**src/rtl/wb_arb_pkg.sv**
```systemverilog
// Shared types and widths for the N-master Wishbone arbiter.
// Latency: n/a (package only).
// Backpressure: n/a (package only).
// Contents: FSM state encoding, Wishbone select/address/data widths.
package wb_arb_pkg;

  localparam int SEL_W = 4;
  localparam int ADR_W = 32;
  localparam int DAT_W = 32;

  typedef enum logic {
    ST_IDLE  = 1'b0,
    ST_GRANT = 1'b1
  } arb_state_e;

endpackage

```
**src/rtl/wb_arb_rr_picker.sv**
```systemverilog
// Combinational winner search over a request vector (round-robin or fixed priority).
// Latency: purely combinational, 0 cycles.
// Backpressure: none; the caller decides when to register the result.
// Ports: req_i request vector, last_i previous winner, rr_mode_i 1=round-robin 0=fixed,
//        idx_o winning index, vld_o high when any request is present.
module wb_arb_rr_picker #(
  parameter int N  = 4,
  parameter int IW = $clog2(N)
) (
  input  logic [N-1:0]  req_i,
  input  logic [IW-1:0] last_i,
  input  logic          rr_mode_i,
  output logic [IW-1:0] idx_o,
  output logic          vld_o
);

  logic [IW-1:0] cand;

  always_comb begin
    idx_o = '0;
    vld_o = 1'b0;
    cand  = '0;
    if (rr_mode_i) begin
      // Walk from the farthest offset to the nearest so that the first
      // requester after last_i is the one left in idx_o.
      for (int off = N; off >= 1; off--) begin
        cand = IW'((int'(last_i) + off) % N);
        if (req_i[cand]) begin
          idx_o = cand;
          vld_o = 1'b1;
        end
      end
    end else begin
      // Highest index first so index 0 overrides everything.
      for (int k = N - 1; k >= 0; k--) begin
        if (req_i[IW'(k)]) begin
          idx_o = IW'(k);
          vld_o = 1'b1;
        end
      end
    end
  end

endmodule

```
**src/rtl/wb_arbiter_n_masters.sv**
```systemverilog
// Shares one Wishbone slave between MASTER_COUNT masters (round-robin or fixed priority).
// Latency: grant one cycle after cyc is seen in IDLE; owner signals pass through combinationally.
// Backpressure: the owner keeps the bus while it holds cyc; others wait for IDLE (optional stall timeout).
// Ports: clk/rst (sync, active-high); i_m_* packed per-master inputs; o_m_ack/o_m_err per-master,
//        o_m_dat/o_m_int broadcast; o_s_* slave-side mirror of the owner; i_s_* slave responses;
//        o_grant one-hot owner. Define WB_ARB_TIMEOUT_EN to enable the stalled-strobe timeout.
import wb_arb_pkg::*;

module wb_arbiter_n_masters #(
  parameter int MASTER_COUNT = 4,
  parameter int ROUND_ROBIN  = 1,
  parameter int TIMEOUT      = 255
) (
  input  logic                      clk,
  input  logic                      rst,
  input  logic [MASTER_COUNT-1:0]   i_m_we,
  input  logic [MASTER_COUNT-1:0]   i_m_cyc,
  input  logic [MASTER_COUNT-1:0]   i_m_stb,
  input  logic [4*MASTER_COUNT-1:0] i_m_sel,
  input  logic [32*MASTER_COUNT-1:0] i_m_adr,
  input  logic [32*MASTER_COUNT-1:0] i_m_dat,
  output logic [MASTER_COUNT-1:0]   o_m_ack,
  output logic [MASTER_COUNT-1:0]   o_m_int,
  output logic [MASTER_COUNT-1:0]   o_m_err,
  output logic [31:0]               o_m_dat,
  output logic                      o_s_we,
  output logic                      o_s_stb,
  output logic                      o_s_cyc,
  output logic [3:0]                o_s_sel,
  output logic [31:0]               o_s_adr,
  output logic [31:0]               o_s_dat,
  input  logic [31:0]               i_s_dat,
  input  logic                      i_s_ack,
  input  logic                      i_s_int,
  output logic [MASTER_COUNT-1:0]   o_grant
);

  localparam int IW = $clog2(MASTER_COUNT);

  arb_state_e    state_q, state_d;
  logic [IW-1:0] owner_q, owner_d;
  logic [IW-1:0] last_q, last_d;
  logic [IW-1:0] pick_idx;
  logic          pick_vld;
  logic          to_fire;

  wb_arb_rr_picker #(
    .N  (MASTER_COUNT),
    .IW (IW)
  ) u_picker (
    .req_i     (i_m_cyc),
    .last_i    (last_q),
    .rr_mode_i (ROUND_ROBIN != 0),
    .idx_o     (pick_idx),
    .vld_o     (pick_vld)
  );

`ifdef WB_ARB_TIMEOUT_EN
  logic [15:0] cnt_q, cnt_d;

  // Counts consecutive stalled strobe cycles of the current owner; an ack or
  // leaving GRANT restarts it. to_fire marks the cycle the limit is reached.
  always_comb begin
    cnt_d   = cnt_q;
    to_fire = 1'b0;
    if (state_q == ST_GRANT) begin
      if (i_s_ack) begin
        cnt_d = '0;
      end else if (o_s_stb) begin
        cnt_d   = cnt_q + 16'd1;
        to_fire = (cnt_q == 16'(TIMEOUT - 1));
      end
    end else begin
      cnt_d = '0;
    end
    if (to_fire) cnt_d = '0;
  end

  always_ff @(posedge clk) begin
    if (rst) cnt_q <= '0;
    else     cnt_q <= cnt_d;
  end
`else
  logic unused_timeout;
  assign to_fire        = 1'b0;
  assign unused_timeout = (TIMEOUT > 0);
`endif

  always_ff @(posedge clk) begin
    if (rst) begin
      state_q <= ST_IDLE;
      owner_q <= '0;
      last_q  <= IW'(MASTER_COUNT - 1);
    end else begin
      state_q <= state_d;
      owner_q <= owner_d;
      last_q  <= last_d;
    end
  end

  always_comb begin
    state_d = state_q;
    owner_d = owner_q;
    last_d  = last_q;
    case (state_q)
      ST_IDLE: begin
        if (pick_vld) begin
          state_d = ST_GRANT;
          owner_d = pick_idx;
          last_d  = pick_idx;
        end
      end
      ST_GRANT: begin
        // An ack still in flight keeps the grant even if cyc already dropped.
        if (to_fire || (!i_m_cyc[owner_q] && !i_s_ack)) state_d = ST_IDLE;
      end
      default: state_d = ST_IDLE;
    endcase
  end

  always_comb begin
    o_grant = '0;
    o_m_ack = '0;
    o_m_err = '0;
    o_s_we  = 1'b0;
    o_s_stb = 1'b0;
    o_s_cyc = 1'b0;
    o_s_sel = '0;
    o_s_adr = '0;
    o_s_dat = '0;
    if (state_q == ST_GRANT) begin
      o_grant[owner_q] = 1'b1;
      o_m_ack[owner_q] = i_s_ack;
      o_m_err[owner_q] = to_fire;
      o_s_we           = i_m_we[owner_q];
      o_s_stb          = i_m_stb[owner_q];
      o_s_cyc          = i_m_cyc[owner_q];
      o_s_sel          = i_m_sel[int'(owner_q)*SEL_W +: SEL_W];
      o_s_adr          = i_m_adr[int'(owner_q)*ADR_W +: ADR_W];
      o_s_dat          = i_m_dat[int'(owner_q)*DAT_W +: DAT_W];
    end
  end

  assign o_m_dat = i_s_dat;
  assign o_m_int = {MASTER_COUNT{i_s_int}};

endmodule

```
**config.mk**
```make
export PLATFORM = sky130hd
export DESIGN_NAME = wb_arbiter_n_masters
export DESIGN_NICKNAME = d
export VERILOG_FILES = /design/src/rtl/wb_arb_pkg.sv /design/src/rtl/wb_arb_rr_picker.sv /design/src/rtl/wb_arbiter_n_masters.sv
export SDC_FILE = /design/constraint.sdc
export NUM_CORES = 1
export LEC_CHECK = 0
export CAP_MARGIN = 20
export CORE_AREA = 2 2 173 175
export DETAILED_ROUTE_END_ITERATION = 6
export DIE_AREA = 0 0 175 177
export DONT_BUFFER_PORTS = 1
export GPL_ROUTABILITY_DRIVEN = 0
export PLACE_DENSITY = 0.32
export SYNTH_ARGS = -nofsm -noshare
export SYNTH_HDL_FRONTEND = slang
export SYNTH_SLANG_ARGS = --single-unit
```
**constraint.sdc**
```tcl
create_clock -name clk -period 4.3 [get_ports clk]
set_input_delay 0.645 -clock clk [delete_from_list [all_inputs] [get_ports clk]]
set_output_delay 0.645 -clock clk [all_outputs]
set_load 0.02 [all_outputs]
```
==> out/metrics.yaml <==
muxShareOfSynthArea: 0.552
globalRouteOverflowTotal: 0
firstDrtPassIters: 4
layout_common_cells: "71 x mux4_2, 71 x and2_1, 6 x nor2_1"
finish.utilization: 0.104
antenna_found_initial: 3
finalSetupViolations: 0
port-buffer-count: 0
yosys.area_share.simple: 0.203
multiInputGateArea_mm2: 0.00232
start_util: 0.0990
die-area_mm2: 0.0310
drv_slew: 0
fin_skew_ns: 0.00257
finalNetCount: 524
post_dp_cell_area_mm2: 0.00295
ys_seq_elements: 5
path_class: "flip-flop to primary output"
dieWidth_um: 175
hold_viol_final: 0
drt.antenna.violating_nets: 0
p_leak_nw: 0.807
seq_area_frac_synth: 0.0346
setup-tns-final_ns: 0
cts_resized: 0
yosysTopAreaCellShare: 0.552
syn_area_per_cell_um2: 11.1
rsz0062_at_grt: "false"
ir_worst_vdd_uv: 120
synth_xor_area_frac: 0
drc: 0
holdWs_ns: 0.480
timing.fmax_mhz: 344
hp-class: "input port to flip-flop"
routed_wirelength_um: 11800
slew_headroom: 0.283
cp_max_fo: 50
power.total_mw: 0.709
p_per_area_mw_per_mm2: 234
crit_buf_inv: 1
synthToLayoutAreaGrowth_pct: 4.79
cts-root-buf: "clkbuf_16"
num_vias: 2198
hpwl_um: 10200
syn_area_mm2: 0.00290
synth_compound_area_frac: 0.0397
required_ns: 3.65
slowest_stage: "dfxtp_4"
endpoint_kind: "primary output"
path_cells: "buf_12 > mux4_2 > and2_1"
ctsHtreeMaxLevel: 1
fp.coreArea_mm2: 0.0292
clockBufferDepth: 2
cts_tree: "done"
wire_per_inst_um: 19.8
fill_cells: 3388
arrival_ns: 2.27
synthAdderAreaFrac: 0
fin_crit_ns: 2.91
num_rows: 63
path_delay_family: "flip-flops"
cts_buffers: 3
drtIter0Drc: 108
synth_top_cell_by_area: "mux4_2"
ff_latch_area_um2: 109
slowest_delay_ns: 0.74
maxCapViolCount: 0
worstMarginPinSlew_ns: 1.08
cts.sinks: 5
cts.reportedPaths.clkPinSlew_ns: 0.03
holdBufCountCts: 0
grt_max_degree: 81
synth_top_family_by_area: "multiplexers"
ys_warn_count: 0
cts_setup_buffers: 0
syn_inst: 262
via_per_inst: 3.70
drive_above_1_share: 0.389
startpoint_type: "flip-flop"
yosys.cell_types.count: 30
grt_pass1_wl_um: 15400
grt_pass1_vias: 2269
ys_top_cells_by_area: "mux4_2 55%, and2_1 15%, buf_4 10%"
track_usage: 0.0663
io-pin-count: 439
clk_latency_ns: 0.23
outcome: "finished, final reports clean"
die_h_um: 177
fin_area_mm2: 0.00304
min_period_over_period: 0.677
metal layers:
| metal | track usage | part of all wire | up-vias |
|---|---|---|---|
| met5 | 0 | 0.0039 | - |
| met4 | 0.0170 | 0.015 | 6 |
| met3 | 0.0256 | 0.12 | 24 |
| met2 | 0.107 | 0.48 | 218 |
| met1 | 0.0829 | 0.38 | 1096 |
| li1 | - | - | 854 |
metrics by stage:
| stage | instances | worst slack (ns) |
|---|---|---|
| finish | 594 | 1.39 |
| CTS | 593 | 1.33 |
| global placement | 589 | 1.60 |
| floorplan | 265 | 2.17 |
| detailed placement | 589 | 1.57 |
| global route | 593 | 1.18 |
synthesized netlist by cell type:
cell / instances
and2_1: 71
mux4_2: 71
buf_4: 40
clkbuf_1: 10
buf_2: 9
buf_6: 8
nor2_1: 6
a21oi_1: 5
dfxtp_1: 5
nor3b_1: 5
and3b_1: 4
nand2_1: 4
inv_1: 3
o21ai_0: 3
and3_1: 2
nor3_1: 2
a2111oi_0: 1
a211oi_1: 1
a21o_1: 1
a31oi_1: 1
a41oi_1: 1
clkbuf_2: 1
conb_1: 1
nand3_1: 1
nand3b_1: 1
o211ai_1: 1
o21a_1: 1
o21ai_1: 1
o31ai_1: 1
o41ai_1: 1
power by group:
group          switching, mW  internal [mW]  total, mW
combinational          0.213          0.229      0.442
sequential            0.0624         0.0531      0.116
clock                 0.0290          0.123      0.152
sequential cells by signal, summed over array words and instances (netlist names):
signal	count
owner_q	2
last_q	2
state_q	1
cell type report:
cell class,instances,share of cell area
inverters,3,0.00371
flip-flops and latches,5,0.0359
well taps,390,0.161
repair buffers,2,0.00907
diodes,1,0.000824
multi-input cells,189,0.764
clock buffers,4,0.0260
logic make-up (layout without fill, tap and decap cells):
logic type | after synthesis | in the layout
muxes | 71 | 71
AOI/OAI and AO/OA | 18 | 18
other | 1 | 5
DFF | 5 | 5
and+or+nand+nor | 96 | 96
buffers and inverters | 71 | 9
path summary, 6_finish.rpt:
path                    from    endpoint  slack [ns]  cells past startpoint
setup / recovery  owner_q[0]  o_s_sel[2]        1.39                      3
hold / removal           rst     state_q        0.48                      1
setup reg to reg  owner_q[1]     state_q        2.51                      3
hold reg to reg    last_q[1]   last_q[1]        0.59                      2
No activity file was read; power rests on OpenSTA's default activity.
